--- src/rtl/vsfx_pkg.sv ---
// Shared definitions for the VSFX byte-lane datapaths: lane geometry, guarded
// operand width and the modulo/saturating mode encoding.
package vsfx_pkg;

  localparam int VSFX_LANES   = 4;
  localparam int VSFX_LANE_W  = 8;
  localparam int VSFX_GUARD_W = 36;

  typedef enum logic {
    VSFX_MOD = 1'b0,
    VSFX_SAT = 1'b1
  } vsfx_sat_mode_e;

  // Spread four bytes into 9-bit slots with a zero guard bit above each lane.
  function automatic logic [VSFX_GUARD_W-1:0] vsfx_guard(input logic [31:0] v);
    logic [VSFX_GUARD_W-1:0] g;
    g = {VSFX_GUARD_W{1'b0}};
    for (int i = 0; i < VSFX_LANES; i++) begin
      g[9*i +: 8] = v[8*i +: 8];
    end
    return g;
  endfunction

endpackage

--- src/rtl/vsfx_vaddub_lane_sat.sv ---
// Combinational per-lane saturation mux: clamps a carried-out byte sum to 8'hFF
// in saturating mode and flags the clamp.
module vsfx_vaddub_lane_sat
  import vsfx_pkg::*;
(
  input  logic [VSFX_LANE_W:0]   i_sum,
  input  vsfx_sat_mode_e         i_mode,
  output logic [VSFX_LANE_W-1:0] o_res,
  output logic                   o_sat
);

  // Carry out of the lane is the guard bit; clamp only in saturating mode.
  always_comb begin
    o_sat = (i_mode == VSFX_SAT) && i_sum[VSFX_LANE_W];
    if (o_sat) begin
      o_res = {VSFX_LANE_W{1'b1}};
    end else begin
      o_res = i_sum[VSFX_LANE_W-1:0];
    end
  end

endmodule

--- src/rtl/vsfx_vaddub_pipe.sv ---
// Two-stage vaddubm/vaddubs unit on one 32-bit slice with valid/ready on both sides.
// Saturating mode and the sticky VSCR[SAT] bit exist only with VSFX_VADDUBS_SAT_EN.
module vsfx_vaddub_pipe
  import vsfx_pkg::*;
#(
  parameter int TAG_W = 4
) (
  input  logic             clk,
  input  logic             rst_n,
  input  logic             in_valid,
  output logic             in_ready,
  input  logic             in_sat,
  input  logic [31:0]      in_vra,
  input  logic [31:0]      in_vrb,
  input  logic [TAG_W-1:0] in_tag,
  output logic             out_valid,
  input  logic             out_ready,
  output logic [31:0]      out_vrt,
  output logic [TAG_W-1:0] out_tag,
  output logic [3:0]       out_sat,
  output logic             vscr_sat,
  input  logic             sat_clr
);

  logic                    r_s1_v;
  logic                    r_s2_v;
  logic [VSFX_GUARD_W-1:0] r_s1_sum;
  logic [TAG_W-1:0]        r_s1_tag;
  logic [TAG_W-1:0]        r_s2_tag;
  logic [31:0]             r_s2_vrt;

  logic                    w_s1_load;
  logic                    w_s2_load;
  logic [VSFX_GUARD_W-1:0] w_sum;
  logic [31:0]             w_vrt;

  assign w_s2_load = r_s1_v && (!r_s2_v || out_ready);
  assign in_ready  = !r_s1_v || w_s2_load;
  assign w_s1_load = in_valid && in_ready;

  // Guard bits swallow each lane carry, so one wide add serves all four lanes.
  assign w_sum = vsfx_guard(in_vra) + vsfx_guard(in_vrb);

  // Stage valid flags: S1 refills on accept, S2 holds until the consumer takes it.
  always_ff @(posedge clk or negedge rst_n) begin
    if (!rst_n) begin
      r_s1_v <= 1'b0;
      r_s2_v <= 1'b0;
    end else begin
      r_s1_v <= w_s1_load || (r_s1_v && !w_s2_load);
      r_s2_v <= w_s2_load || (r_s2_v && !out_ready);
    end
  end

  // S1 data capture.
  always_ff @(posedge clk or negedge rst_n) begin
    if (!rst_n) begin
      r_s1_sum <= {VSFX_GUARD_W{1'b0}};
      r_s1_tag <= {TAG_W{1'b0}};
    end else if (w_s1_load) begin
      r_s1_sum <= w_sum;
      r_s1_tag <= in_tag;
    end
  end

  // S2 data capture; held stable while the result waits for out_ready.
  always_ff @(posedge clk or negedge rst_n) begin
    if (!rst_n) begin
      r_s2_vrt <= 32'h0000_0000;
      r_s2_tag <= {TAG_W{1'b0}};
    end else if (w_s2_load) begin
      r_s2_vrt <= w_vrt;
      r_s2_tag <= r_s1_tag;
    end
  end

  assign out_valid = r_s2_v;
  assign out_vrt   = r_s2_vrt;
  assign out_tag   = r_s2_tag;

`ifdef VSFX_VADDUBS_SAT_EN
  vsfx_sat_mode_e r_s1_mode;
  logic [3:0]     r_s2_sat;
  logic           r_vscr_sat;
  logic [3:0]     w_sat;

  // Mode travels with the guarded sum into S1.
  always_ff @(posedge clk or negedge rst_n) begin
    if (!rst_n) begin
      r_s1_mode <= VSFX_MOD;
    end else if (w_s1_load) begin
      r_s1_mode <= in_sat ? VSFX_SAT : VSFX_MOD;
    end
  end

  for (genvar g = 0; g < VSFX_LANES; g++) begin : g_lane
    vsfx_vaddub_lane_sat u_lane_sat (
      .i_sum  (r_s1_sum[9*g +: 9]),
      .i_mode (r_s1_mode),
      .o_res  (w_vrt[8*g +: 8]),
      .o_sat  (w_sat[g])
    );
  end

  // Per-lane saturation flags ride alongside the result.
  always_ff @(posedge clk or negedge rst_n) begin
    if (!rst_n) begin
      r_s2_sat <= 4'b0000;
    end else if (w_s2_load) begin
      r_s2_sat <= w_sat;
    end
  end

  // Sticky SAT: set on S1->S2 move of a saturating result; set beats clear.
  always_ff @(posedge clk or negedge rst_n) begin
    if (!rst_n) begin
      r_vscr_sat <= 1'b0;
    end else if (w_s2_load && (|w_sat)) begin
      r_vscr_sat <= 1'b1;
    end else if (sat_clr) begin
      r_vscr_sat <= 1'b0;
    end
  end

  assign out_sat  = r_s2_sat;
  assign vscr_sat = r_vscr_sat;
`else
  logic w_unused;

  for (genvar g = 0; g < VSFX_LANES; g++) begin : g_lane
    assign w_vrt[8*g +: 8] = r_s1_sum[9*g +: 8];
  end

  // Lane carries, mode and clear have no consumer in the modulo-only build.
  assign w_unused = ^{in_sat, sat_clr, r_s1_sum[35], r_s1_sum[26], r_s1_sum[17], r_s1_sum[8]};
  assign out_sat  = 4'b0000;
  assign vscr_sat = 1'b0;
`endif

endmodule

--- config.mk ---
export PLATFORM = sky130hd
export DESIGN_NAME = vsfx_vaddub_pipe
export DESIGN_NICKNAME = d
export VERILOG_FILES = /design/src/rtl/vsfx_pkg.sv /design/src/rtl/vsfx_vaddub_lane_sat.sv /design/src/rtl/vsfx_vaddub_pipe.sv
export SDC_FILE = /design/constraint.sdc
export NUM_CORES = 1
export LEC_CHECK = 0
export CORE_UTILIZATION = 30
export CTS_CLUSTER_DIAMETER = 120
export CTS_CLUSTER_SIZE = 28
export DETAILED_ROUTE_END_ITERATION = 7
export PLACE_DENSITY = 0.62
export SKIP_CTS_REPAIR_TIMING = 1
export SLEW_MARGIN = 10
export SYNTH_ARGS = -nofsm -noshare
export SYNTH_HDL_FRONTEND = slang
export SYNTH_SLANG_ARGS = --single-unit
--- constraint.sdc ---
create_clock -name clk -period 2.48 [get_ports clk]
set_clock_uncertainty 0.2 [all_clocks]
set_input_delay 0.372 -clock clk [delete_from_list [all_inputs] [get_ports clk]]
set_output_delay 0.372 -clock clk [all_outputs]
set_load 0.03 [all_outputs]
# Yosys cells after proc, flatten, opt, wreduce, memory -nomap -nowiden
# Cells that the tools add are included.
[op_classes]
n_addsub = 1
n_reduce_logical = 12
[ops]
columns = ["op", "count"]
rows = [
  ["35-bit adder", 1],
  ["1-bit logical AND", 4],
  ["1-bit logical NOT", 4],
  ["1-bit logical OR", 4],
]
[word_totals]
ff_bits = 77
input_bits = 74
output_inout_bits = 43
wordCells = 19

# Logic depth before layout (Yosys ltp)
[logic_depth]
depth_word = 6
ltp_mapped = 8
mapped_depth_nobuf = 8

# Worst setup path before layout
# OpenSTA, ideal clock, no wires.
[synth_timing]
path_kind = "register -> register"
start = "register r_s2_v (netlist: out_valid)"
end = "register r_s1_sum[0]"
setup_time_ns = 0.125
t_arrival_ns = 1.787
required_ns = 2.155
slack_ns = 0.369
path_stages_with_launch = 5
n_path_buf = 1
synth_period_minus_slack_ns = 2.111
cell_sequence = "dfrtp_1 nand3b_1 nand2_1 buf_2 mux2_2"
[synth_via]
elab_chain_len = 5
[synth_rtl]
columns = ["element", "line", "source"]
rows = [
  ["start, declared", "vsfx_vaddub_pipe.sv:26", "logic r_s2_v;"],
  ["start signal, assigned", "vsfx_vaddub_pipe.sv:51", "r_s2_v <= w_s2_load || (r_s2_v && !out_ready);"],
  ["1-bit logical NOT", "vsfx_vaddub_pipe.sv:37", "assign w_s2_load = r_s1_v && (!r_s2_v || out_ready);"],
  ["1-bit logical OR", "vsfx_vaddub_pipe.sv:37", ""],
  ["1-bit logical AND", "vsfx_vaddub_pipe.sv:37", ""],
  ["1-bit logical OR", "vsfx_vaddub_pipe.sv:38", "assign in_ready = !r_s1_v || w_s2_load;"],
  ["net in_ready", "vsfx_vaddub_pipe.sv:11", "output logic in_ready,"],
  ["1-bit logical AND", "vsfx_vaddub_pipe.sv:39", "assign w_s1_load = in_valid && in_ready;"],
  ["end signal, assigned", "vsfx_vaddub_pipe.sv:58", "r_s1_sum <= {VSFX_GUARD_W{1'b0}};"],
  ["end signal, assigned", "vsfx_vaddub_pipe.sv:61", "r_s1_sum <= w_sum;"],
  ["end, declared", "vsfx_vaddub_pipe.sv:27", "logic [VSFX_GUARD_W-1:0] r_s1_sum;"],
]
# The timed path passes the listed nets, and every way through them passes these cells.
# A chain may end at the register's enable or synchronous reset.

# Final worst setup path
[layout_timing]
start = "input port out_ready"
end = "output port in_ready"
[layout_via]
elab_chain_len = 3
[layout_rtl]
columns = ["element", "line", "source"]
rows = [
  ["start, declared", "vsfx_vaddub_pipe.sv:17", "input logic out_ready,"],
  ["1-bit logical OR", "vsfx_vaddub_pipe.sv:37", ""],
  ["1-bit logical AND", "vsfx_vaddub_pipe.sv:37", ""],
  ["1-bit logical OR", "vsfx_vaddub_pipe.sv:38", ""],
  ["end, declared", "vsfx_vaddub_pipe.sv:11", ""],
]
# No other way between the ends.

==> flow_metrics.py <==
metrics = {
    "critical_path": {
        "worst-r2r-setup-slack_ns": 0.90,
        "critical_path.max_fanout": 3,
        "cp_cell_sequence": "clkdlybuf4s50_1 > nand3b_1 > clkdlybuf4s50_1",
        "crit_arrival_ns": 1.71,
        "slowest_stage": "clkdlybuf4s50_1",
        "required_ns": 1.91,
        "r2r_start": "r_s1_v",
        "worst_r2r_path_depth": 4,
        "r2r_end": "r_s1_sum[9]",
        "crit_path_start_kind": "primary input",
        "critPathMaxStageDelay_ns": 0.70,
        "cp_common_cell": "clkdlybuf4s50_1",
        "critical_path.endpoint_type": "output port",
        "critPathKind": "primary input to output port",
    },
    "timing": {
        "fmax_mhz": 437.9,
        "whs_ns": 0.2681,
        "rsz0062_at_grt": "false",
        "period_share": 0.9208,
        "fin_crit_ns": 2.284,
        "hold_viol": 0,
        "setup_viol": 0,
        "report.final.slew_viol_count": 0,
        "setup_tns_ns": 0,
        "setup_ws_ns": 0.1964,
    },
    "global_route": {
        "grt_use_total": 0.1201,
        "grt_pass1_wl_um": 12580,
        "antenna_found_initial": 0,
        "grt_max_degree": 52,
        "grt_pass1_vias": 2795,
        "grt_overflow": 0,
    },
    "floorplan": {
        "start_util": 0.3089,
        "pin_count": 117,
        "die_x_um": 116.2,
        "die_h_um": 116.2,
        "dieArea_um2": 13510,
        "core_um2": 12670,
        "num_rows": 41,
    },
    "layout": {
        "nets": 567,
        "antenna_cells": 0,
        "regArea_um2": 1852,
        "utilization": 0.4433,
        "layout.cells.non_filler": 638,
        "finalInstanceArea_um2": 5617,
        "area_growth_pct": 43.51,
        "n_fill_cell": 1200,
        "drive_above_1_share": 0.1674,
        "multi_input_area_um2": 1959,
    },
    "hold_path": {
        "hold_path.startpoint": "r_s1_sum[32]",
        "whs_endpoint": "r_s1_sum[32]",
        "min_path_type": "flip-flop to flip-flop",
        "hold_depth": 2,
    },
    "cts": {
        "numCtsBuffers": 9,
        "cts.sinks": 74,
        "cts-root-buf": "clkbuf_16",
        "cts_tree": "built",
        "clk_pin_slew_worst_paths_ns": 0.05,
        "htreeDepth": 3,
        "clk_latency_ns": 0.33,
        "cts_buffer_depth": 2,
    },
    "placement": {
        "port_buffers": 109,
        "placed_cells": 621,
        "gp_congestion": 0.7945,
        "pre_cts_ws_ns": -0.01848,
        "hpwl_um": 5884,
        "dpl_cell_area_um2": 5268,
    },
    "detailed_routing": {
        "wirelength_um": 7711,
        "via_count": 2906,
        "drt_first_pass_iters": 4,
        "ant_nets": 0,
        "remaining_drc_errors": 0,
        "routedWlPerCell_um": 12.09,
        "dr.first_iter.drc_count": 88,
        "via_per_inst": 4.555,
    },
    "yosys": {
        "synth_warnings": 0,
        "synth_top_area_frac": 0.4731,
        "syn-cell-area_um2": 3914,
        "synth_cell_type_count": 26,
        "ys_seq_area_frac": 0.4731,
        "syn_avg_cell_area_um2": 11.54,
        "synth_area_leaders": "dfrtp_1 47%, mux2_2 13%, ha_1 9.0%, o21ai_0 3.6%, nand2_1 2.9%",
        "synth_area_leader_cell": "dfrtp_1",
        "ys_ff_latch": 74,
        "netlist_instances": 339,
    },
    "power_and_ir_drop": {
        "power.density_nw_per_um2": 829.5,
        "power_leakage_nw": 2.430,
        "ir_worst_vdd_uv": 291.3,
        "finalPower_mw": 4.659,
    },
    "outcome": {
        "outcome": "finished clean",
    },
    "run": {
        "cap_violations": 0,
    },
}
[cell usage after synthesis (all sizes together)]
cell	number
a211oi	12
a21o	8
a21oi	12
buf	10
clkbuf	4
conb	1
dfrtp	74
fa	4
ha	28
inv	12
mux2	44
nand2	30
nand2b	3
nand3	4
nand3b	1
nor2	4
nor2b	4
nor3	8
o21a	12
o21ai	28
o21bai	8
o31a	4
o31ai	4
xnor2	8
xor2	12
[registers in the layout, summed over array words and instances (netlist names)]
name,cells
r_s1_tag,4
r_s1_sum,32
r_s1_v,1
out_tag,4
out_valid,1
out_vrt,32
[cells in the final DEF (no fill, tap or decap), types with 5 or more instances in the layout]
cell type and count:
xnor2_1 8, ha_1 28, clkdlybuf4s50_1 108, inv_1 12
dfrtp_1 74, o21bai_1 8, nor3_1 8, mux2_2 44
xor2_1 12, conb_1 5, a21oi_1 12, o21ai_0 28
nand2_1 28, buf_4 10, o21a_1 12, a211oi_1 12
clkbuf_16 9, a21o_1 8
[report_power, final]
group / switching (mW) / leakage (nW) / internal (mW)
Sequential: 0.159 / 0.892 / 1.51
Clock: 0.471 / 0.165 / 0.961
Combinational: 0.788 / 1.37 / 0.766
Total: 1.42 / 2.43 / 3.24
[cell type report]
type / count / area share
clock buffer: 12 / 0.04745
tap: 172 / 0.03832
inverter: 12 / 0.008020
sequential: 74 / 0.3297
multi-input combinational: 243 / 0.3489
timing repair buffer: 121 / 0.2147
clock inverter: 4 / 0.01292
[worst max-delay path: cells and delay by family]
| family | cells | cell delay (ns) |
|---|---|---|
| AND/OR/NAND/NOR | 1 | 0.17 |
| buffers and inverters | 2 | 1.17 |
[logic make-up after synthesis]
family | share of synthesized area
flops | 0.4731
simple gates | 0.06873
buf+inv | 0.03133
other cells | 0.0009582
compound gates | 0.1445
fa+ha+maj | 0.1100
mux | 0.1266
xor+xnor | 0.04476
[metal layers]
metal	global-route usage	vias up	part of all wire
met4	0.05556	0	0.016
li1	-	1440	-
met3	0.03010	9	0.053
met5	0	-	0
met1	0.1443	1388	0.44
met2	0.2020	69	0.49
[worst max-delay path by stage]
| stage | start | endpoint | slack (ns) | depth (start not counted) |
|---|---|---|---|---|
| floorplan | out_valid | r_s1_sum[0] | 0.37 | 4 |
| global placement | in_vra[0] | r_s1_sum[6] | 0.005 | 9 |
| detailed placement | in_vra[9] | r_s1_sum[16] | -0.02 | 7 |
| CTS | out_ready | in_ready | 0.18 | 3 |
| global route | out_ready | in_ready | 0.16 | 3 |
| finish | out_ready | in_ready | 0.20 | 3 |
Note: power is estimated with default switching activity, not from simulation.
